<file path="src/rtl/pipe_reg_file.sv">
// pipe_reg_file: 2R/2W register file with issue scoreboard and a sequential clear engine.
// Optional macro PIPE_REG_FILE_BYPASS_EN enables same-cycle write-to-read forwarding.
`default_nettype none

module pipe_reg_file #(
  parameter int DATA_WIDTH = 32,
  parameter int ADDR_WIDTH = 3,
  parameter int ZERO_REG   = 1
) (
  input  logic                  clk,
  input  logic                  rst_n,
  input  logic                  clr_req,
  output logic                  busy,
  input  logic [ADDR_WIDTH-1:0] r0_addr,
  input  logic [ADDR_WIDTH-1:0] r1_addr,
  output logic [DATA_WIDTH-1:0] r0_data,
  output logic [DATA_WIDTH-1:0] r1_data,
  output logic                  r0_pend,
  output logic                  r1_pend,
  input  logic                  w0_en,
  input  logic                  w1_en,
  input  logic [ADDR_WIDTH-1:0] w0_addr,
  input  logic [ADDR_WIDTH-1:0] w1_addr,
  input  logic [DATA_WIDTH-1:0] w0_data,
  input  logic [DATA_WIDTH-1:0] w1_data,
  input  logic                  iss_en,
  input  logic [ADDR_WIDTH-1:0] iss_addr
);

  localparam int DEPTH = 2 ** ADDR_WIDTH;
  localparam logic [ADDR_WIDTH-1:0] C_LAST = ADDR_WIDTH'(DEPTH - 1);

  typedef enum logic [0:0] {
    ST_IDLE  = 1'b0,
    ST_CLEAR = 1'b1
  } state_t;

  state_t                r_state;
  state_t                w_state_nxt;
  logic [ADDR_WIDTH-1:0] r_cnt;
  logic [ADDR_WIDTH-1:0] w_cnt_nxt;
  logic [DATA_WIDTH-1:0] r_mem [DEPTH];
  logic [DEPTH-1:0]      r_pend;

  logic w_w0_ok;
  logic w_w1_ok;
  logic w_iss_ok;
  logic w_zero_en;

  assign w_zero_en = (ZERO_REG != 0);
  assign busy      = (r_state == ST_CLEAR);

  // Accepted operations: idle engine and not aimed at the hardwired zero entry.
  assign w_w0_ok  = w0_en  && !busy && !(w_zero_en && (w0_addr  == '0));
  assign w_w1_ok  = w1_en  && !busy && !(w_zero_en && (w1_addr  == '0));
  assign w_iss_ok = iss_en && !busy && !(w_zero_en && (iss_addr == '0));

  always_ff @(posedge clk or negedge rst_n) begin
    if (!rst_n) begin
      r_state <= ST_IDLE;
      r_cnt   <= '0;
    end else begin
      r_state <= w_state_nxt;
      r_cnt   <= w_cnt_nxt;
    end
  end

  always_comb begin
    w_state_nxt = r_state;
    w_cnt_nxt   = r_cnt;
    case (r_state)
      ST_IDLE: begin
        if (clr_req) begin
          w_state_nxt = ST_CLEAR;
          w_cnt_nxt   = '0;
        end
      end
      ST_CLEAR: begin
        if (r_cnt == C_LAST) begin
          w_state_nxt = ST_IDLE;
          w_cnt_nxt   = '0;
        end else begin
          w_cnt_nxt   = r_cnt + ADDR_WIDTH'(1);
        end
      end
      default: begin
        w_state_nxt = ST_IDLE;
        w_cnt_nxt   = '0;
      end
    endcase
  end

  // Later assignments win: w1 over w0, and an issue set over a write clear.
  always_ff @(posedge clk or negedge rst_n) begin
    if (!rst_n) begin
      for (int i = 0; i < DEPTH; i++) begin
        r_mem[i] <= '0;
      end
      r_pend <= '0;
    end else if (busy) begin
      r_mem[r_cnt]  <= '0;
      r_pend[r_cnt] <= 1'b0;
    end else begin
      if (w_w0_ok) begin
        r_mem[w0_addr]  <= w0_data;
        r_pend[w0_addr] <= 1'b0;
      end
      if (w_w1_ok) begin
        r_mem[w1_addr]  <= w1_data;
        r_pend[w1_addr] <= 1'b0;
      end
      if (w_iss_ok) begin
        r_pend[iss_addr] <= 1'b1;
      end
    end
  end

  always_comb begin
    r0_data = r_mem[r0_addr];
    r0_pend = r_pend[r0_addr];
`ifdef PIPE_REG_FILE_BYPASS_EN
    if (w_w1_ok && (w1_addr == r0_addr)) begin
      r0_data = w1_data;
      r0_pend = w_iss_ok && (iss_addr == r0_addr);
    end else if (w_w0_ok && (w0_addr == r0_addr)) begin
      r0_data = w0_data;
      r0_pend = w_iss_ok && (iss_addr == r0_addr);
    end
`endif
    if (!rst_n || (w_zero_en && (r0_addr == '0))) begin
      r0_data = '0;
      r0_pend = 1'b0;
    end
  end

  always_comb begin
    r1_data = r_mem[r1_addr];
    r1_pend = r_pend[r1_addr];
`ifdef PIPE_REG_FILE_BYPASS_EN
    if (w_w1_ok && (w1_addr == r1_addr)) begin
      r1_data = w1_data;
      r1_pend = w_iss_ok && (iss_addr == r1_addr);
    end else if (w_w0_ok && (w0_addr == r1_addr)) begin
      r1_data = w0_data;
      r1_pend = w_iss_ok && (iss_addr == r1_addr);
    end
`endif
    if (!rst_n || (w_zero_en && (r1_addr == '0))) begin
      r1_data = '0;
      r1_pend = 1'b0;
    end
  end

endmodule

`default_nettype wire

</file>
<file path="config.mk">
export PLATFORM = sky130hd
export DESIGN_NAME = pipe_reg_file
export DESIGN_NICKNAME = d
export VERILOG_FILES = /design/src/rtl/pipe_reg_file.sv
export SDC_FILE = /design/constraint.sdc
export NUM_CORES = 1
export LEC_CHECK = 0
export CAP_MARGIN = 25
export CORE_MARGIN = 3
export CORE_UTILIZATION = 40
export CTS_CLUSTER_SIZE = 8
export DETAILED_ROUTE_END_ITERATION = 6
export SLEW_MARGIN = 40
export SYNTH_ARGS = -nofsm -noshare
export SYNTH_HDL_FRONTEND = slang
export SYNTH_SLANG_ARGS = --single-unit
</file>
<file path="constraint.sdc">
create_clock -name clk -period 2.5 [get_ports clk]
set_input_delay 0.5 -clock clk [delete_from_list [all_inputs] [get_ports clk]]
set_output_delay 0.5 -clock clk [all_outputs]
set_load 0.01 [all_outputs]
</file>
==> results_dict.tcl, run 1 <==
set metrics [dict create \
    tightest_slew_ns 0.669 \
    hold_viol_final 0 \
    finalSetupViolCount 0 \
    crit_path_start_kind "flop" \
    min_period_over_period 0.987 \
    power_switching_share 0.405 \
    rows 81 \
    fin_area_um2 25000 \
    p_comb_frac 0.454 \
    num_vias 20300 \
    clk_pin_slew_ns 0.05 \
    grt_remaining_overflow 0 \
    die_width_um 230 \
    pwr-share-clk 0.266 \
    die_area_um2 53100 \
    start_util 0.408 \
    port_buffers 151 \
    required_ns 2.00 \
    hold_path.class "input port to asynchronous set/reset pin" \
    cts.sinks 268 \
    leakagePower_nw 10.5 \
    avgRoutedWirePerCell_um 28.6 \
    worst-path-max-fanout 3 \
    num_io_pins 152 \
    postSynthCellCount 2147 \
    slew_headroom 0.554 \
    grt_max_degree 121 \
    drive_gt1_frac 0.208 \
    arrival_ns 1.97 \
    ys_seq_area_frac 0.333 \
    clk_path_buf_depth 3 \
    yosysWarnings 0 \
    finalNetCount 2355 \
    synth_top_flop_cell "dfrtp_1" \
    finalClockSkew_ns 0.0219 \
    drt_iter0_markers 2683 \
    p_sw_mw 7.36 \
    maxCapViolCount 0 \
    synthToLayoutAreaGrowth_pct 24.1 \
    endpoint_kind "primary output" \
    via_per_inst 6.93 \
    total_power_mw 18.2 \
    syn_area_um2 20200 \
    powerDensity_nw_per_um2 726 \
    fmax_mhz 405 \
    cts_buffers 39 \
    placed_area_um2 23700 \
    finalCriticalPeriod_ns 2.47 \
    async_flop_share 1.00 \
    syn-num-nets 2234 \
    drc 0 \
    die_y_um 230 \
    antenna_found_initial 0 \
    hold_ws_ns 0.0473 \
    insertedDiodeCount 0 \
    cts_tree "done" \
    clock_latency_ns 0.56 \
    criticalPathCategory "flop to primary output" \
    rsz0062_at_grt "no" \
    clock-root-buffer "clkbuf_16" \
    core_um2 49400 \
    grt_pass1_vias 20300 \
    pwr-share-seq 0.280 \
    ys_ff_latch 268 \
    synth_edf_count 0 \
    ys_types 41 \
    peakVddDrop_v 0.00103 \
    ctsHtreeMaxLevel 2 \
    tns_ns 0 \
    grt_pass1_wl_um 127000 \
    routed_wirelength_um 84100 \
    finish.utilization 0.507 \
    first_pass_iters 6 \
    power.internal_mw 10.8 \
    grt_use_total 0.309 \
    status "finished, final reports clean" \
    slew_violations 0 \
    dpl.hpwl_um 50800 \
    antenna_left 0 \
    postSynthAreaPerCell_um2 9.39 \
    place_congestion 0.870 \
]
critical path, stage by stage, from the launching register on:
cell             delay [ns]
dfrtp_1                0.41
mux4_2                 0.48
mux2i_1                0.20
nor2_1                 0.07
clkdlybuf4s15_1        0.24
stage by stage:
stage | setup slack [ns] | cells
global route | 0.0000320 | 2935
detailed placement | -0.243 | 2861
floorplan | 0.264 | 2147
CTS | -0.0107 | 2924
global placement | -0.250 | 2860
finish | 0.0327 | 2935
layer usage:
layer  global-route usage  wire, um  vias up
met5                    0         0        -
met4                0.129      3540        0
met3               0.0860     10300      262
met2                0.468     37600     1492
met1                0.418     32600    10100
li1                     -         -     8431
Yosys cell counts, types with 4 or more instances:
master | count | share of area
buf_4 | 13 | 0.0048
o22ai_1 | 64 | 0.020
a2bb2oi_1 | 32 | 0.014
a22oi_1 | 5 | 0.0019
o21ai_1 | 154 | 0.038
and2_1 | 11 | 0.0034
nand2_1 | 13 | 0.0024
dfrtp_1 | 268 | 0.33
mux4_2 | 132 | 0.15
clkbuf_1 | 130 | 0.024
nor2b_1 | 68 | 0.021
a21oi_1 | 298 | 0.074
buf_1 | 16 | 0.0030
a221oi_1 | 140 | 0.061
and3b_1 | 4 | 0.0017
a21o_1 | 225 | 0.084
nor2_1 | 71 | 0.013
a221oi_2 | 20 | 0.015
mux2i_1 | 66 | 0.033
buf_2 | 140 | 0.035
inv_1 | 68 | 0.013
o21ai_0 | 171 | 0.042
area by class of cell:
class / instances / area [um^2]
fillers: 4468 / 24300
clock inverters: 1 / 8.76
clock buffers: 43 / 1000
flip-flops and latches: 268 / 6710
inverters: 68 / 255
multi-input cells: 1509 / 12000
well taps: 664 / 831
repair buffers: 382 / 4240
repair_timing:
action | CTS | global route
cloned | 4 | 0
hold buffers | 1 | 0
endpoints found under the hold margin | 3 | 0
pin swaps | 0 | 0
gates resized for setup | 123 | 38
setup buffers | 14 | 11
setup endpoints to repair | 66 | 38
cell families (layout without fill, tap and decap cells):
family                     count (synthesis)  in the layout  synth area share
AOI/OAI and AO/OA                       1120           1120             0.355
DFF                                      268            268             0.333
muxes                                    198            198             0.180
adders and majority gates                  2              2           0.00124
buffers and inverters                    370            494            0.0811
and+or+nand+nor                          189            189            0.0499
cell usage in the layout, fill, tap and decap left out, types with 5 or more instances in the layout:
cell type and n:
a21o_1 225, a21oi_1 298, a221oi_1 140, a221oi_2 20, a22oi_1 5, a2bb2oi_1 32
and2_1 12, buf_12 75, buf_16 5, buf_2 8, buf_4 144, buf_6 9
clkbuf_16 39, clkbuf_2 8, clkdlybuf4s15_1 36, clkdlybuf4s50_1 77, dfrtp_1 267, dlygate4sd2_1 17
inv_1 68, mux2i_1 60, mux4_2 132, nand2_1 13, nor2_1 70, nor2b_1 66
o21ai_0 171, o21ai_1 154, o22ai_1 64
sequential cells by signal, summed over array words and instances, names as in the netlist:
| signal | cells |
|---|---|
| busy | 1 |
| r_cnt | 3 |
| r_mem | 256 |
| r_pend | 8 |
power groups by stage:
stage	Clock (mW)	Combinational (mW)	Sequential, mW
5_1_grt	5.01	8.83	5.12
4_1_cts	4.86	8.02	5.07
2_1_floorplan	0	5.32	4.89
3_5_place_dp	0	7.94	5.14
3_3_place_gp	0	7.67	5.11
6_report	4.82	8.24	5.08
path summary, 6_finish.rpt:
kind / startpoint / to / slack (ns) / cells after the start
setup / recovery: r_mem[113] / r1_data[17] / 0.03 / 4
hold / removal: rst_n / r_mem[161] / 0.05 / 2
setup reg to reg: busy / r_mem[215] / 0.44 / 5
hold reg to reg: r_mem[228] / r_mem[228] / 0.52 / 1
max in group asynchronous: rst_n / r_mem[173] / 1.59 / 3
min in group clk: r_mem[228] / r_mem[228] / 0.52 / 1
Note: power is estimated with default switching activity, not from simulation.
==> run 2, diff against run 1 <==
--- a/config.mk
+++ b/config.mk
@@ -6,8 +6,8 @@
 export NUM_CORES = 1
 export LEC_CHECK = 0
 export CAP_MARGIN = 25
-export CORE_MARGIN = 3
 export CORE_UTILIZATION = 40
+export CTS_CLUSTER_DIAMETER = 150
 export CTS_CLUSTER_SIZE = 8
 export DETAILED_ROUTE_END_ITERATION = 6
 export SLEW_MARGIN = 40
==> constraint.sdc (replaced) <==
create_clock -name clk -period 2.5 [get_ports clk]
set_input_delay 0.375 -clock clk [delete_from_list [all_inputs] [get_ports clk]]
set_output_delay 0.375 -clock clk [all_outputs]
set_load 0.01 [all_outputs]
==> run 2 against run 1 <==
  * Worst hold slack gained 0.43 ns
  * Sequential power about the same
  * Clock power up 4%
  * Critical endpoint is now r0_data[20]
  * Largest power group unchanged
==> results_dict.tcl, run 2 (synthesized netlist as in run 1, its figures left out) <==
set metrics [dict create \
    p_comb_frac 0.449 \
    first_pass_iters 6 \
    finalNetCount 2306 \
    fmax_mhz 406 \
    place_congestion 0.845 \
    grt_remaining_overflow 0 \
    powerDensity_nw_per_um2 746 \
    criticalPathCategory "flop to primary output" \
    cts_buffers 39 \
    ctsHtreeMaxLevel 2 \
    power_switching_share 0.406 \
    rsz0062_at_grt "no" \
    clk_pin_slew_ns 0.05 \
    largest_reg_flops 256 \
    maxCapViolCount 0 \
    power.internal_mw 10.9 \
    r2r_cells 6 \
    clock_latency_ns 0.54 \
    r2r-start "busy" \
    die_width_um 226 \
    grt_pass1_wl_um 127000 \
    hold_end "busy" \
    die_area_um2 51300 \
    finalSetupViolCount 0 \
    antenna_left 0 \
    dpl.hpwl_um 49800 \
    avgRoutedWirePerCell_um 29.0 \
    post-cts-setup-buffers 0 \
    r2r_end "r_mem[80]" \
    tightest_slew_ns 0.677 \
    clock-root-buffer "clkbuf_16" \
    drc 0 \
    reg_top3 "r_mem: 256 flops, r_pend: 8 flops, r_cnt: 3 flops" \
    finalCriticalPeriod_ns 2.46 \
    whs_path_depth 3 \
    grt_pass1_vias 20000 \
    via_per_inst 6.99 \
    post-place-ws_ns -0.0468 \
    cts.sinks 268 \
    total_power_mw 18.3 \
    leakagePower_nw 10.5 \
    min_period_over_period 0.986 \
    hold_viol_final 0 \
    drive_gt1_frac 0.191 \
    slew_violations 0 \
    rows 81 \
    num_vias 20200 \
    finalClockSkew_ns 0.0130 \
    crit_path_start_kind "flop" \
    setup_ws_ns 0.0356 \
    regMostFlops "r_mem" \
    cts_tree "done" \
    peakVddDrop_v 0.000810 \
    slew_headroom 0.548 \
    layout.cells.most_common "a21oi_1" \
    final_cell_mix "298 x a21oi_1, 267 x dfrtp_1, 225 x a21o_1" \
    required_ns 2.12 \
    die_y_um 226 \
    placed_area_um2 23300 \
    synthToLayoutAreaGrowth_pct 21.8 \
    pwr-share-seq 0.277 \
    insertedDiodeCount 0 \
    nFillCells 4485 \
    worstHoldStart "clr_req" \
    pwr-share-clk 0.274 \
    r2r_setup_slack_ns 0.36 \
    endpoint_kind "primary output" \
    grt_use_total 0.329 \
    crit_start "r_mem[20]" \
    num_io_pins 152 \
    tns_ns 0 \
    hold_path.class "input port to flop" \
    status "finished, final reports clean" \
    antenna_found_initial 0 \
    fin_area_um2 24500 \
    arrival_ns 2.09 \
    grt_max_degree 210 \
    core_um2 49400 \
    start_util 0.408 \
    routed_wirelength_um 83700 \
    worst-path-max-fanout 3 \
    port_buffers 151 \
    p_sw_mw 7.43 \
    drt_iter0_markers 2869 \
    clk_path_buf_depth 3 \
]
## run 2: how the worst max path moves through the flow
stage,to,cells after the start,slack [ns]
floorplan,r0_data[26],6,0.51
global placement,r0_data[31],6,-0.04
detailed placement,r1_data[21],6,-0.05
CTS,r0_data[10],4,0.002
global route,r0_data[20],5,0.01
finish,r0_data[20],5,0.04
## run 2: through the flow
stage | cells | hold slack [ns] | util
global placement | 2837 | 0.190 | 0.472
global route | 2885 | 0.532 | 0.497
CTS | 2882 | 0.00337 | 0.495
floorplan | 2147 | 0.0794 | -
detailed placement | 2837 | 0.190 | 0.472
finish | 2885 | 0.480 | 0.497
## run 2: layer usage
metal	wire, um	track usage	up-vias
li1	-	-	8340
met1	32700	0.449	10100
met2	37600	0.502	1450
met3	9610	0.0651	275
met4	3780	0.153	0
met5	0	0	-
## run 2: final cells by class
type	instances	area, um^2	area share
Clock buffer	42	1030	0.0419
Clock inverter	1	30.0	0.00122
Inverter	68	255	0.0104
Multi-Input combinational cell	1509	12000	0.490
Sequential cell	268	6710	0.273
Tap cell	664	831	0.0338
Timing Repair Buffer	333	3650	0.149
## run 2: critical path: stages, from the launching register on
cell           delay (ns)
dfrtp_1              0.39
mux4_2               0.47
mux2i_1              0.18
buf_4                0.16
nor2_1               0.05
dlygate4sd2_1        0.28
## run 2: power by group through the flow
stage          Sequential (mW)  Combinational, mW  Clock, mW
6_report                  5.08               8.22       5.01
5_1_grt                   5.11               8.77       5.18
4_1_cts                   5.06               7.98       5.00
3_5_place_dp              5.12               7.83          0
3_3_place_gp              5.10               7.59          0
2_1_floorplan             4.89               5.32          0
## run 2: what timing repair did
| action | CTS | global route |
|---|---|---|
| hold buffers | 1 | 1 |
| endpoints found under the setup margin | 55 | 15 |
| gates resized for setup | 78 | 16 |
| gates cloned | 1 | 0 |
| hold endpoints to repair | 2 | 60 |
